--- src/rtl/chunked_rca_adder.sv ---
// Multi-cycle ripple-carry adder/subtractor: CHUNK bits per clock, LSB chunk first,
// with the inter-chunk carry held in a register and valid/ready handshakes on both sides.
module chunked_rca_adder #(
    parameter int WIDTH = 8,
    parameter int CHUNK = 2
) (
    input  logic             clk,
    input  logic             rst,
    input  logic             in_valid,
    output logic             in_ready,
    input  logic [WIDTH-1:0] a,
    input  logic [WIDTH-1:0] b,
    input  logic             ci,
    input  logic             sub,
    output logic             out_valid,
    input  logic             out_ready,
    output logic [WIDTH-1:0] s,
    output logic             co,
    output logic             ovf
);

    localparam int NCHUNK = WIDTH / CHUNK;
    localparam int CW     = (NCHUNK > 1) ? $clog2(NCHUNK) : 1;
    localparam logic [CW-1:0] LAST = CW'(NCHUNK - 1);

    typedef enum logic [1:0] {
        IDLE = 2'd0,
        RUN  = 2'd1,
        DONE = 2'd2
    } state_t;

    state_t           state;
    logic [WIDTH-1:0] a_r;
    logic [WIDTH-1:0] b_r;
    logic             carry;
    logic [CW-1:0]    cnt;

    logic [31:0]      base;
    logic [CHUNK-1:0] a_k;
    logic [CHUNK-1:0] b_k;
    logic [CHUNK:0]   sum_ext;
    logic             msb_carry;

    assign base    = 32'(cnt) * CHUNK;
    assign a_k     = a_r[base +: CHUNK];
    assign b_k     = b_r[base +: CHUNK];
    assign sum_ext = {1'b0, a_k} + {1'b0, b_k} + {{CHUNK{1'b0}}, carry};
    // Carry into the top bit of the chunk, recovered from its sum bit; on the last chunk this is the carry into the MSB.
    assign msb_carry = sum_ext[CHUNK-1] ^ a_k[CHUNK-1] ^ b_k[CHUNK-1];

    assign in_ready  = (state == IDLE) && !rst;
    assign out_valid = (state == DONE);

    always_ff @(posedge clk) begin
        if (rst) begin
            state <= IDLE;
            a_r   <= '0;
            b_r   <= '0;
            carry <= 1'b0;
            cnt   <= '0;
            s     <= '0;
            co    <= 1'b0;
            ovf   <= 1'b0;
        end else begin
            case (state)
                IDLE: begin
                    if (in_valid) begin
                        a_r   <= a;
                        b_r   <= b ^ {WIDTH{sub}};
                        carry <= ci ^ sub;
                        cnt   <= '0;
                        state <= RUN;
                    end
                end
                RUN: begin
                    s[base +: CHUNK] <= sum_ext[CHUNK-1:0];
                    carry            <= sum_ext[CHUNK];
                    if (cnt == LAST) begin
                        co    <= sum_ext[CHUNK];
                        ovf   <= msb_carry ^ sum_ext[CHUNK];
                        state <= DONE;
                    end else begin
                        cnt <= cnt + 1'b1;
                    end
                end
                DONE: begin
                    if (out_ready) begin
                        state <= IDLE;
                    end
                end
                default: state <= IDLE;
            endcase
        end
    end

endmodule

--- config.mk ---
export PLATFORM = sky130hd
export DESIGN_NAME = chunked_rca_adder
export DESIGN_NICKNAME = d
export VERILOG_FILES = /design/src/rtl/chunked_rca_adder.sv
export SDC_FILE = /design/constraint.sdc
export NUM_CORES = 1
export LEC_CHECK = 0
export CAP_MARGIN = 0
export CORE_MARGIN = 3
export CORE_UTILIZATION = 50
export DETAILED_ROUTE_END_ITERATION = 10
export GPL_ROUTABILITY_DRIVEN = 0
export PLACE_DENSITY_LB_ADDON = 0.08
export SYNTH_ARGS = -nofsm -noshare
export SYNTH_HDL_FRONTEND = slang
export SYNTH_SLANG_ARGS = --single-unit
--- constraint.sdc ---
create_clock -name clk -period 3.15 [get_ports clk]
set_input_delay 0.63 -clock clk [delete_from_list [all_inputs] [get_ports clk]]
set_output_delay 0.63 -clock clk [all_outputs]
set_load 0.01 [all_outputs]
# Yosys cells after proc, flatten, opt, wreduce, memory -nomap -nowiden

Index checks and enable logic that the tools add are counted.

Output and inout port bits: 12
Input bits: 22
Register bits: 31
Word-level logic and storage cells: 47

Reductions and logical operators: 9
Bitwise gates (word level): 5
$add $sub $neg: 4
Mux-type cells: 10
Equality and inequality tests: 7
Shift operators: 4

Operators by type and width:

| kind                                                 | number |
|---|---|
| negation 3 -> 34 bit                                 | 1 |
| variable shift 2 x 34 -> 8 bit, first input constant | 1 |
| indexed part select 2 x 34 -> 8 bit                  | 1 |
| indexed part select 8 x 4 -> 2 bit                   | 2 |
| 2-to-1 mux 2 bit                                     | 5 |
| bitwise mux 8 bit                                    | 1 |
| XOR 8 bit                                            | 1 |
| != test 2 bit, second input constant                 | 3 |
| case mux 2 bit (3 select lines)                      | 1 |
| AND reduction 2 bit                                  | 3 |
| AND reduction 3 bit                                  | 2 |
| equality test 2 bit, second input constant           | 2 |
| case mux 2 bit (2 select lines)                      | 1 |
| XOR 1 bit                                            | 4 |
| adder 2 x 2 -> 3 bit                                 | 1 |
| adder 3 x 1 -> 3 bit                                 | 1 |
| adder 2 x 1 -> 2 bit, second input constant          | 1 |
| equality test 2 x 1 -> 1 bit, second input constant  | 1 |
| zero test 2 bit                                      | 1 |
| != test 2 x 1 -> 1 bit, second input constant        | 1 |
| case mux 1 bit (2 select lines)                      | 1 |
| nonzero test 2 bit                                   | 1 |
| logical AND 1 bit                                    | 1 |
| zero test 1 bit                                      | 1 |
| 2-to-1 mux 1 bit                                     | 1 |

# Longest topological paths before layout

Gate-level depths: netlist of the first run.

Word-level depth: 6
Depth in mapped cells: 7
Depth with buffers taken out: 6

# Worst setup path after synthesis of the first run

OpenSTA, ideal clock, no wires.

Kind: flip-flop to flip-flop
From: register cnt[0]
To: register ovf
Period minus slack after synthesis: 2.659 ns
Library setup time: 0.115 ns
Data required time: 3.035 ns
Stages on the path, launching flop included: 8
Slack: 0.491 ns
Arrival: 2.544 ns
Path buffers: 1
Path through: dfxtp_1 buf_6 mux4_2 fa_1 fa_1 xnor2_1 xnor3_1 o21a_1

Cells in the longest elaborated chain, start to end: 6
Elaborated cells between the ends (all ways): 9
Classes of those cells: add/sub: 2; eq/ne: 1; shift: 2; bitwise: 3; reduce/logical: 1

RTL lines:

| what                                                  | line   | RTL |
|---|---|---|
| start: declaration                                    | 36     | `logic [CW-1:0] cnt;` |
| start signal: assignment                              | 83     | `cnt <= cnt + 1'b1;` |
| indexed part select 8 x 4 -> 2 bit (on tied branches) | 45, 46 |  |
| adder 2 x 2 -> 3 bit                                  | 47     | `assign sum_ext = {1'b0, a_k} + {1'b0, b_k} + {{CHUNK{1'b0}}, carry};` |
| adder 3 x 1 -> 3 bit                                  | 47     |  |
| XOR 1 bit (2 in a row)                                | 49     | `assign msb_carry = sum_ext[CHUNK-1] ^ a_k[CHUNK-1] ^ b_k[CHUNK-1];` |
| XOR 1 bit                                             | 80     | `ovf <= msb_carry ^ sum_ext[CHUNK];` |
| end signal: assignment                                | 80     |  |
| end: declaration                                      | 19     | `output logic ovf` |

Parallel ways exist; a longest one is shown, timed or not.
A chain may end at the register's enable or synchronous reset.

# Final worst setup path of the first run

Same ends and word-level chain as after synthesis.

==> results of run 1 <==
## routing by layer
layer / routed length, um / vias up / track usage [%] / part of all wire [%]
li1: - / 639 / - / -
met3: 166 / 2 / 6.40 / 5.4
met2: 1550 / 41 / 30.3 / 50
met5: 0 / - / 0 / 0
met1: 1330 / 569 / 22.6 / 43
met4: 31 / 0 / 9.09 / 1.0
## worst max-delay path: cells and delay by family, from the launching register on
family,cells,cell delay [ns]
adder cells (fa/ha/maj),2,1.04
multiplexers,1,0.56
flip-flops,1,0.45
XOR/XNOR,2,0.39
AO/OA/AOI/OAI,1,0.17
## cell usage in the layout (no fill, tap or decap), types with 2 or more instances in the layout
master	instances
fa_1	2
a21oi_1	15
dfxtp_1	31
or3b_2	2
mux2i_1	3
and4b_1	2
nor2_1	17
a31oi_1	2
nand2_1	19
xnor2_1	10
ha_1	6
clkbuf_4	5
clkdlybuf4s50_1	33
buf_4	3
mux4_2	3
a32oi_1	4
inv_1	5
and3b_1	2
nand3b_1	7
or3_1	2
a211oi_1	8
nand2b_1	2
## sequential cells by signal, summed over array words and instances, names as in the netlist
| name | flops |
|---|---|
| a_r | 8 |
| cnt | 2 |
| state | 2 |
| s | 8 |
| b_r | 8 |
| carry | 1 |
| ovf | 1 |
| co | 1 |
## final cells by class
| cell class | count | area (um2) |
|---|---|---|
| Clock buffer | 6 | 51.3 |
| Clock inverter | 2 | 35.0 |
| Fill cell | 234 | 871 |
| Inverter | 5 | 18.8 |
| Multi-Input combinational cell | 116 | 865 |
| Sequential cell | 31 | 621 |
| Tap cell | 31 | 38.8 |
| Timing Repair Buffer | 36 | 353 |
## per-stage QoR
stage	setup WS, ns	std cells	area [um2]	utilization, %
finish	0.432	227	1980	69.5
global route	0.302	227	1980	69.5
CTS	0.410	227	1980	69.5
detailed placement	0.443	219	1900	66.4
global placement	0.540	219	1900	66.4
floorplan	0.491	162	1550	-
## kinds of logic (layout without fill, tap and decap cells)
| family | Yosys count | in the layout | share of synthesized area, % |
|---|---|---|---|
| AO/OA/AOI/OAI | 31 | 31 | 13.0 |
| adder cells (fa/ha/maj) | 8 | 8 | 7.42 |
| XOR/XNOR | 11 | 11 | 7.10 |
| buffers and inverters | 15 | 49 | 4.27 |
| multiplexers | 7 | 7 | 7.98 |
| AND/OR/NAND/NOR | 59 | 59 | 20.2 |
| flip-flops | 31 | 31 | 40.0 |
## power by group
part | switching (mW) | internal [mW]
clock | 0.140 | 0.187
combinational | 0.0756 | 0.0928
sequential | 0.0176 | 0.413
## synthesized netlist by cell type
cell	n	share of area, %
a211oi_1	8	3.9
a21oi_1	15	4.8
a31oi_1	2	0.81
a32oi_1	4	2.3
and3b_1	2	1.1
and4b_1	2	1.3
buf_2	2	0.65
buf_6	1	0.73
clkbuf_1	7	1.7
dfxtp_1	31	40
fa_1	2	2.6
ha_1	6	4.8
inv_1	5	1.2
mux2i_1	3	1.9
mux4_1	1	1.7
mux4_2	3	4.4
nand2_1	19	4.6
nand2b_1	2	0.81
nand3_1	1	0.32
nand3b_1	7	3.4
nor2_1	17	4.1
nor2b_1	1	0.40
nor3_1	1	0.32
nor3b_1	1	0.48
nor3b_2	1	0.81
nor4bb_1	1	0.65
o21a_1	1	0.48
o221a_2	1	0.73
or3_1	2	0.81
or3b_2	2	1.1
xnor2_1	10	5.6
xnor3_1	1	1.5
## final timing paths
check / start / to / slack (ns) / cells after the start
setup reg to reg: cnt[0]$_SDFFE_PP0P_ / ovf$_SDFFE_PP0P_ / 0.43 / 6
setup / recovery: cnt[0]$_SDFFE_PP0P_ / ovf$_SDFFE_PP0P_ / 0.43 / 6
hold reg to reg: a_r[4]$_SDFFE_PP0P_ / a_r[4]$_SDFFE_PP0P_ / 0.47 / 2
hold / removal: a_r[4]$_SDFFE_PP0P_ / a_r[4]$_SDFFE_PP0P_ / 0.47 / 2
==> results.py, run 1 <==
metrics = {
    "run_status": {
        "status": "completed",
    },
    "sta": {
        "relSlewSlack_pct": 67.2,
        "setup_viol": 0,
        "slew_viol_final": 0,
        "skew_ns": 0.0134,
        "finalHoldViolations": 0,
        "tightest_slew_ns": 0.490,
        "fin_hold_ws_ns": 0.467,
        "rsz0062_at_grt": "no",
        "fin_crit_ns": 2.72,
        "max_freq_mhz": 368,
        "setup_tns_ns": 0,
        "timing.final.crit_share_pct": 86.3,
    },
    "grt": {
        "antenna_found_initial": 0,
        "grt_pass1_vias": 1093,
        "grt_overflow": 0,
        "grt_pass1_wl_um": 5070,
        "grt_max_degree": 32,
        "grtUsageTotal_pct": 18.9,
    },
    "run": {
        "cap_violations": 0,
    },
    "route": {
        "via_per_inst": 5.51,
        "wl_per_cell_um": 13.6,
        "drc": 0,
        "first_iter_violations": 56,
        "via_count": 1251,
        "first_pass_iters": 4,
        "ant_nets": 0,
        "finalWirelength_um": 3080,
    },
    "min_path": {
        "min_path_type": "register to register",
    },
    "clock_network": {
        "cts_tree": "done",
        "hold_buffers": 0,
        "clock-sinks": 31,
        "h-tree-depth": 2,
        "numCtsBuffers": 5,
        "insertion_delay_ns": 0.34,
        "clkTransAtPathRegs_ns": 0.11,
        "ctsResizeCount": 0,
        "max-clock-path-buffers": 2,
        "post-cts-setup-buffers": 0,
        "clock-root-buffer": "clkbuf_4",
    },
    "critical_path": {
        "cp.required_ns": 3.38,
        "cp.arrival_ns": 2.95,
        "crit_type": "register to register",
        "crit_path_end_kind": "register",
        "critical_path.most_common_cell": "fa_1",
        "crit_chain": "mux4_2 > fa_1 > fa_1 > xnor2_1 > xnor3_1 > o21a_1",
        "slowest_delay_ns": 0.61,
        "slowest_stage": "fa_1",
        "worstPathMaxFanout": 5,
        "setup.worst_path.start_class": "register",
    },
    "synth": {
        "syn_nets": 192,
        "syn-mean-instance-area_um2": 9.58,
        "synth-seq-cells": 31,
        "yosysWarnings": 0,
        "syn_area_mm2": 0.00155,
        "synth_cell_types": 32,
        "ys_seq_area_share_pct": 40.0,
        "synthCells": 162,
    },
    "floorplanning": {
        "die_w_um": 61.7,
        "row_count": 19,
        "die_h_um": 61.7,
        "core_region_area_mm2": 0.00285,
        "die-area_mm2": 0.00381,
        "start_util_pct": 54.4,
        "io_pins": 34,
    },
    "pwr": {
        "vdd_drop_max_v": 0.000359,
        "power.density_mw_per_mm2": 468,
        "finalPower_uw": 927,
        "power.static_leakage_nw": 0.759,
    },
    "finish": {
        "layout-drive-gt1-share_pct": 9.18,
        "antennaDiodeCount": 0,
        "area_growth_pct": 27.7,
        "layout.nets": 225,
    },
    "place": {
        "dp_hpwl_um": 2280,
        "portBuffers": 33,
    },
}
(Power assumes the default switching activity.)
==> run 2, diff against run 1 <==
Settings changed: CORE_ASPECT_RATIO set to 2.
==> run 2 against run 1 <==
  * Final area increased by 0.44%
  * Global-route usage increased by 1.4 points
  * Cell count increased by 0.44%
  * Non-clock buffer count increased by 2
  * Setup slack improved by 0.022 ns
  * Critical path depth unchanged
==> results.py, run 2 (same netlist as run 1, synthesis figures left out) <==
metrics = {
    "run": {
        "cap_violations": 0,
    },
    "pwr": {
        "power.static_leakage_nw": 0.763,
        "p_seq_share_pct": 48.0,
        "sw_frac_of_total_pct": 26.3,
        "switchingPower_uw": 237,
        "clock_power_share_pct": 32.9,
        "combPwrFrac_pct": 19.1,
        "vdd_drop_max_v": 0.000447,
        "power.density_mw_per_mm2": 452,
        "power.internal_uw": 662,
        "finalPower_uw": 899,
    },
    "place": {
        "place_ws_ns": 0.461,
        "dp_hpwl_um": 2620,
        "portBuffers": 33,
        "placed_area_mm2": 0.00191,
        "dp.cells": 220,
    },
    "sta": {
        "setup_viol": 0,
        "max_freq_mhz": 371,
        "slew_viol_final": 0,
        "timing.final.crit_share_pct": 85.6,
        "rsz0062_at_grt": "no",
        "relSlewSlack_pct": 66.2,
        "finalHoldViolations": 0,
        "fin_ws_ns": 0.455,
        "fin_crit_ns": 2.70,
        "setup_tns_ns": 0,
        "fin_hold_ws_ns": 0.454,
        "skew_ns": 0.00740,
        "tightest_slew_ns": 0.506,
    },
    "critical_path": {
        "slowest_delay_ns": 0.61,
        "crit_chain": "mux4_2 > fa_1 > fa_1 > xnor2_1 > xnor3_1 > o21a_1",
        "ff2ff_setup_slack_ns": 0.45,
        "cp.arrival_ns": 2.87,
        "setup.worst_path.start_class": "register",
        "critical_path.most_common_cell": "fa_1",
        "worstPathMaxFanout": 5,
        "crit_type": "register to register",
        "crit_path_end_kind": "register",
        "cp.required_ns": 3.32,
        "slowest_stage": "fa_1",
    },
    "clock_network": {
        "h-tree-depth": 2,
        "ctsResizeCount": 0,
        "clkTransAtPathRegs_ns": 0.07,
        "numCtsBuffers": 5,
        "clock-root-buffer": "clkbuf_8",
        "post-cts-setup-buffers": 0,
        "hold_buffers": 0,
        "cts_tree": "done",
        "insertion_delay_ns": 0.28,
        "clock-sinks": 31,
        "max-clock-path-buffers": 2,
    },
    "route": {
        "finalWirelength_um": 3400,
        "via_per_inst": 5.69,
        "drc": 0,
        "first_iter_violations": 30,
        "first_pass_iters": 4,
        "wl_per_cell_um": 14.9,
        "via_count": 1297,
        "ant_nets": 0,
    },
    "grt": {
        "grt_pass1_vias": 1318,
        "grtUsageTotal_pct": 20.3,
        "grt_max_degree": 32,
        "antenna_found_initial": 0,
        "grt_overflow": 0,
        "grt_pass1_wl_um": 5730,
    },
    "finish": {
        "antennaDiodeCount": 0,
        "finalInstanceArea_mm2": 0.00199,
        "final_common_cell": "clkdlybuf4s50_1",
        "fill_cells": 262,
        "reg.largest.list": "a_r x8, b_r x8, s x8",
        "final_cell_mix": "33 x clkdlybuf4s50_1, 31 x dfxtp_1, 19 x nand2_1",
        "final_util_pct": 66.8,
        "stdcell_count": 228,
        "layout.nets": 227,
        "area_growth_pct": 28.3,
        "layout-drive-gt1-share_pct": 9.09,
    },
    "floorplanning": {
        "core_region_area_mm2": 0.00298,
        "die_h_um": 84.8,
        "start_util_pct": 52.1,
        "row_count": 28,
        "die-area_mm2": 0.00385,
        "die_w_um": 45.4,
        "io_pins": 34,
    },
    "run_status": {
        "status": "completed",
    },
    "min_path": {
        "min_path_type": "register to register",
    },
}
-- run 2: worst max-delay path, delay by kind of cell, from the launching register on --
family,cells,cell delay (ns)
AO/OA/AOI/OAI,1,0.16
XOR/XNOR,2,0.39
adder cells (fa/ha/maj),2,1.04
flip-flops,1,0.44
multiplexers,1,0.56
-- run 2: final cells by class --
class	instances	area, um2	area share, %
Multi-Input combinational cell	116	865	43.4
Sequential cell	31	621	31.2
Timing Repair Buffer	38	368	18.5
Clock buffer	7	76.3	3.83
Tap cell	30	37.5	1.89
Inverter	5	18.8	0.943
Clock inverter	1	5.00	0.251
-- run 2: metal layers --
| metal | up-vias | routed length [um] | GRT usage [%] |
|---|---|---|---|
| met1 | 615 | 1210 | 19.8 |
| met5 | - | 0 | 0 |
| li1 | 639 | - | - |
| met2 | 36 | 1960 | 35.8 |
| met3 | 7 | 118 | 4.29 |
| met4 | 0 | 113 | 12.0 |
-- run 2: power groups by stage --
stage	logic, mW	registers [mW]	clock network [mW]
floorplan	0.118	0.433	0
global placement	0.166	0.440	0
detailed placement	0.172	0.440	0
CTS	0.172	0.432	0.300
global route	0.190	0.434	0.320
finish	0.172	0.432	0.295
-- run 2: final timing paths --
path,endpoint,from,cells after the start
worst max-delay path,ovf$_SDFFE_PP0P_,cnt[0]$_SDFFE_PP0P_,6
worst min register to register,a_r[0]$_SDFFE_PP0P_,a_r[0]$_SDFFE_PP0P_,2
worst min-delay path,a_r[0]$_SDFFE_PP0P_,a_r[0]$_SDFFE_PP0P_,2
worst max register to register,ovf$_SDFFE_PP0P_,cnt[0]$_SDFFE_PP0P_,6
